### config.mk
export PLATFORM = sky130hd
export DESIGN_NAME = fetch_stage
export DESIGN_NICKNAME = d
export VERILOG_FILES = /design/src/rtl/fetch_stage.sv
export SDC_FILE = /design/constraint.sdc
export NUM_CORES = 1
export LEC_CHECK = 0
export CAP_MARGIN = 5
export CORE_UTILIZATION = 40
export DETAILED_ROUTE_END_ITERATION = 10
export PLACE_DENSITY_LB_ADDON = 0.25
export RECOVER_POWER = 100
export SYNTH_ARGS = -nofsm -noshare
export SYNTH_HDL_FRONTEND = slang
export SYNTH_SLANG_ARGS = --single-unit
### constraint.sdc
create_clock -name clk -period 6.1 [get_ports clk]
set_clock_uncertainty 0.2 [all_clocks]
set_input_delay 0.61 -clock clk [delete_from_list [all_inputs] [get_ports clk]]
set_output_delay 0.61 -clock clk [all_outputs]
set_load 0.005 [all_outputs]
### src/rtl/fetch_stage.sv
// Program counter and fetch stage feeding decode from a falling-edge-registered instruction memory.
// Latency: one cycle from address presentation to if_valid; one instruction per cycle while id_ready=1.
// Backpressure: !id_ready with a valid output freezes the PC and output registers and drops imem_rd_en combinationally.
//
// Ports:
//   clk, rst           rising-edge clock, asynchronous active-high reset
//   imem_addr          word address {0, pc_q[IMEM_AW+1:2]}
//   imem_rd_en         memory read enable; low in reset and while decode stalls a valid output
//   imem_instr         memory data, registered by the memory on the falling edge
//   redirect_valid/pc  branch/jump/trap redirect; highest priority, target bits [1:0] ignored
//   if_valid/instr/pc  output register towards decode
//   id_ready           decode accepts the output this cycle
//   fetch_count        number of instructions accepted by decode (wraps at 2^32)
module fetch_stage #(
  parameter logic [31:0] RESET_PC  = 32'h0000_0000,
  parameter int          IMEM_AW   = 10,
  parameter logic [31:0] NOP_INSTR = 32'h0000_0013
) (
  input  logic        clk,
  input  logic        rst,
  output logic [31:0] imem_addr,
  output logic        imem_rd_en,
  input  logic [31:0] imem_instr,
  input  logic        redirect_valid,
  input  logic [31:0] redirect_pc,
  output logic        if_valid,
  input  logic        id_ready,
  output logic [31:0] if_instr,
  output logic [31:0] if_pc,
  output logic [31:0] fetch_count
);

  typedef enum logic [1:0] {
    BOOT = 2'd0,
    RUN  = 2'd1,
    HOLD = 2'd2
  } state_e;

  state_e      state_q, state_d;
  logic [31:0] pc_q, pc_d;
  logic        if_valid_q, if_valid_d;
  logic [31:0] if_instr_q, if_instr_d;
  logic [31:0] if_pc_q, if_pc_d;
  logic [31:0] fetch_count_q, fetch_count_d;

  logic advance;
  logic accept;

  // Low bits of the redirect target are forced to zero, so they are never read.
  logic unused_redirect_lsb;
  assign unused_redirect_lsb = ^redirect_pc[1:0];

  // Fetch may advance when the output register is empty or being consumed.
  // BOOT always has an empty output register; HOLD always has a full one,
  // so only the ready term matters there.
  always_comb begin
    advance = 1'b0;
    case (state_q)
      BOOT:    advance = 1'b1;
      HOLD:    advance = id_ready;
      default: advance = !if_valid_q || id_ready;
    endcase
  end

  assign accept = if_valid_q && id_ready;

  // Read enable is combinational from id_ready so a stall never lets the
  // memory overwrite the word that will be needed once decode resumes.
  // A redirect still reads; that word is simply discarded.
  assign imem_rd_en = !rst && (advance || redirect_valid);
  assign imem_addr  = {{(32-IMEM_AW){1'b0}}, pc_q[IMEM_AW+1:2]};

  always_comb begin
    state_d       = state_q;
    pc_d          = pc_q;
    if_valid_d    = if_valid_q;
    if_instr_d    = if_instr_q;
    if_pc_d       = if_pc_q;
    fetch_count_d = fetch_count_q;

    // Acceptance is counted even when a redirect flushes in the same cycle.
    if (accept) begin
      fetch_count_d = fetch_count_q + 32'd1;
    end

    if (redirect_valid) begin
      // The word read this cycle belongs to the old path: drop it and
      // restart from the target, leaving a single bubble.
      pc_d       = {redirect_pc[31:2], 2'b00};
      if_valid_d = 1'b0;
      state_d    = RUN;
    end else if (advance) begin
      if_instr_d = imem_instr;
      if_pc_d    = pc_q;
      if_valid_d = 1'b1;
      pc_d       = pc_q + 32'd4;
      state_d    = RUN;
    end else begin
      // Only reachable with a valid output and decode stalled.
      state_d = HOLD;
    end
  end

  always_ff @(posedge clk or posedge rst) begin
    if (rst) begin
      state_q       <= BOOT;
      pc_q          <= RESET_PC;
      if_valid_q    <= 1'b0;
      if_instr_q    <= NOP_INSTR;
      if_pc_q       <= 32'd0;
      fetch_count_q <= 32'd0;
    end else begin
      state_q       <= state_d;
      pc_q          <= pc_d;
      if_valid_q    <= if_valid_d;
      if_instr_q    <= if_instr_d;
      if_pc_q       <= if_pc_d;
      fetch_count_q <= fetch_count_d;
    end
  end

  assign if_valid    = if_valid_q;
  assign if_instr    = if_instr_q;
  assign if_pc       = if_pc_q;
  assign fetch_count = fetch_count_q;

endmodule

==> results.md <==
* Post-Place Cell Area at about 0.0075 mm²
* Static leakage at 3.48 nW
* CTS tree: done
* Area occupied by multi-input gates at 0.00223 mm²
* Violated checks: capacitance limit, slew limit
* Largest fanout on the critical path at around 70
* Syn_area_per_cell at around 12 µm²
* Largest net degree at the start of global routing at just over 70
* DR WL/cell at 14.6 µm
* Clock Path Buffers at 2
* Number of flops mapped to enable cells by yosys at 0
* Pwr dens at between 300 and 400 mW/mm²
* First-pass GRT wire length at 20200 µm
* Most used DFF post-synth: dfrtp_1
* Via count at between 4000 and 5000
* Worst setup SP type: input port
* CP Buf/Inv Count at 1
* Relative slew margins at -104%
* Postcts setup bufs at 0
* Clk slew on worst S/H paths at approximately 50 ps
* Sequential Area at about 0.0032 mm²
* Status: complete, but fails checks
* Root buffer cell: clkbuf_16
* Final Hold Violating Endpoints at 0
* Seq/Total Area, Yosys at between 50% and 60%
* Flops & latches, synth at ~130
* Count of clock tree sinks at 127
* Area delta synth->final at 38.6%
* Fin area at roughly 0.0080 mm²
* Antenna violations before repair at 0
* Min Tclk post-route at 4220 ps
* Worst Path Arrival at around 4300 ps
* Yosys cell types at 33
* Die Area at around 0.015 mm²
* 1st-iter DRT viols at around 130
* Post-synth top area cell: dfrtp_1
* Mapped cell area at ~0.0058 mm²
* I/O pin count at between 150 and 200
* Final setup vio count at 0
* R2R depth at 4
* Placed Instances at roughly 800
* Layout cells sized above 1 at ~14%
* Hold Path Class: reg2reg
* H-tree depth at 4
* Core region area at 0.0140 mm²
* Ys async rst share at 100%
* Worst path depth at 4
* Vias per cell at approximately 4.8
* FMAX at 237 MHz
* RSZ-0062 raised after global routing: false
* Finished Core Util at between 50% and 60%
* Top area cells in the synthesized netlist: dfrtp_1 54%, mux2_2 11%, xnor2_1 7.0%
* Gate count of the mapped netlist at roughly 500
* Max VDD drop at 0.174 mV
* Port bufs at 171
* Post-route DRC at 0
* Cell Chain, Critical Path: dlygate4sd3_1 > or2_0 > nand2b_1 > mux2_2
* Number of CTS-inserted buffers at 17
* WL final at about 12000 µm
* Synth warn at 0
* Initial Util at between 40% and 50%
* Site Rows at 43
* Fin nets at between 700 and 800
* DRT Pass-1 Iters at 4
* Crit path required time at just over 6000 ps
* Max incr delay on CP at roughly 2100 ps
* Final Non-Filler Cells at 846
* Delay-heaviest family, CP: simple AND/OR/NAND/NOR gates
* Critical path endpoint category: flop
* Critical path class: in2reg
* WHS Path Cells at 1
* Clk_lat worst skew at a little over 400 ps
* Synth cell count leaders: 124 x dfrtp_1, 59 x mux2_2, 53 x nand2_1, 46 x xnor2_1, 34 x buf_4
* Die Height at about 120 µm
* Tot GR Track Use at roughly 18%
* Max-cap violations at 2
* Die Wd at 122 µm
* Vias in the first global route at 4047
* Hold-fix buffers, CTS at 0
* Fin crit share at between 60% and 70%
* Hold slack at between 200 and 300 ps
* Setup TNS at 0 ps
* Most common cell in the netlist: dfrtp_1
* Post-cts sizing count at 0
* Fill cells at 1188
* Final GP Congestion at approximately 0.78
* GRT overflow at 0
* Slew Viols, Final at between 100 and 150
* Worst path slowest cell: nand2b_1
* Final ANT Viol Nets at 0
* Top cell type's share of synthesized area at 53.7%
* Hpwl dp at roughly 8600 µm
* Least-Margin Pin Slew at 3060 ps
* Antenna Cells at 0
worst reg2reg max path: stages (launching register included):
cell,delay [ps]
dfrtp_1,420
mux2i_1,130
or2_0,350
nand2b_1,2120
mux2_2,550
cells by family after synthesis:
family	synth area share, %
XOR/XNOR	9.09
AO/OA/AOI/OAI	3.18
multiplexers	11.8
adder cells (fa/ha/maj)	0.433
other	0.0648
flip-flops	55.0
buffers and inverters	6.97
AND/OR/NAND/NOR	13.4
routing by layer:
layer / up-vias / part of all wire, % / GRT usage [%]
li1: 1947 / - / -
met1: 1962 / 45 / 23.3
met2: 148 / 47 / 26.9
met3: 21 / 6.6 / 4.93
met4: 0 / 2.0 / 8.23
met5: - / 0 / 0
layout make-up:
type,instances,area share [%]
Sequential cell,127,39.7
Multi-Input combinational cell,324,27.9
Timing Repair Buffer,174,21.5
Clock buffer,29,6.87
Tap cell,180,2.81
Clock inverter,3,0.843
Inverter,9,0.437
path summary, 6_finish.rpt:
check,startpoint,end,slack [ps]
worst max-delay path,id_ready,if_instr[10]$_DFFE_PP0P_,1880
worst min-delay path,fetch_count[31]$_DFFE_PP0P_,fetch_count[31]$_DFFE_PP0P_,260
worst max register to register,if_valid$_DFFE_PP0P_,if_instr[10]$_DFFE_PP0P_,2190
worst min register to register,fetch_count[31]$_DFFE_PP0P_,fetch_count[31]$_DFFE_PP0P_,260
max in group asynchronous,rst,pc_q[3]$_DFFE_PP0P_,2750
min in group asynchronous,rst,fetch_count[1]$_DFFE_PP0P_,1140
flip-flops by register name (all words and copies together) (netlist names):
signal,count
fetch_count,32
state_q,2
pc_q,30
if_valid,1
if_pc,30
if_instr,32
report_power, final:
group          leakage, nW  switching, mW  internal [mW]  total, mW
clock network        0.300          0.345          0.690       1.03
registers             1.57         0.0803          0.948       1.03
logic                 1.61          0.137          0.246      0.384
placed cells by master, fill, tap and decap left out, drive strengths merged:
master,count
dfrtp,124
dlygate4sd3,108
clkdlybuf4s50,62
mux2,59
nand2,53
xnor2,46
o21ai,35
clkbuf,31
conb,24
nand3,19
nor2,16
xor2,14
nor3,13
nand4,13
and4,12
inv,8
nor4,6
and3,3
dfstp,3
mux2i,2
nor4b,2
ha,2
bufinv,2
clkinvlp,2
buf,2
or2,1
nand2b,1
or4,1
o2111ai,1
nor3b,1
metrics by stage:
step	power (mW)	setup WS, ps
floorplan	1.22	1910
global placement	1.46	2970
detailed placement	1.47	2910
CTS	2.52	2990
global route	2.57	1490
finish	2.45	1880
Power figures use the tool's default switching activity.
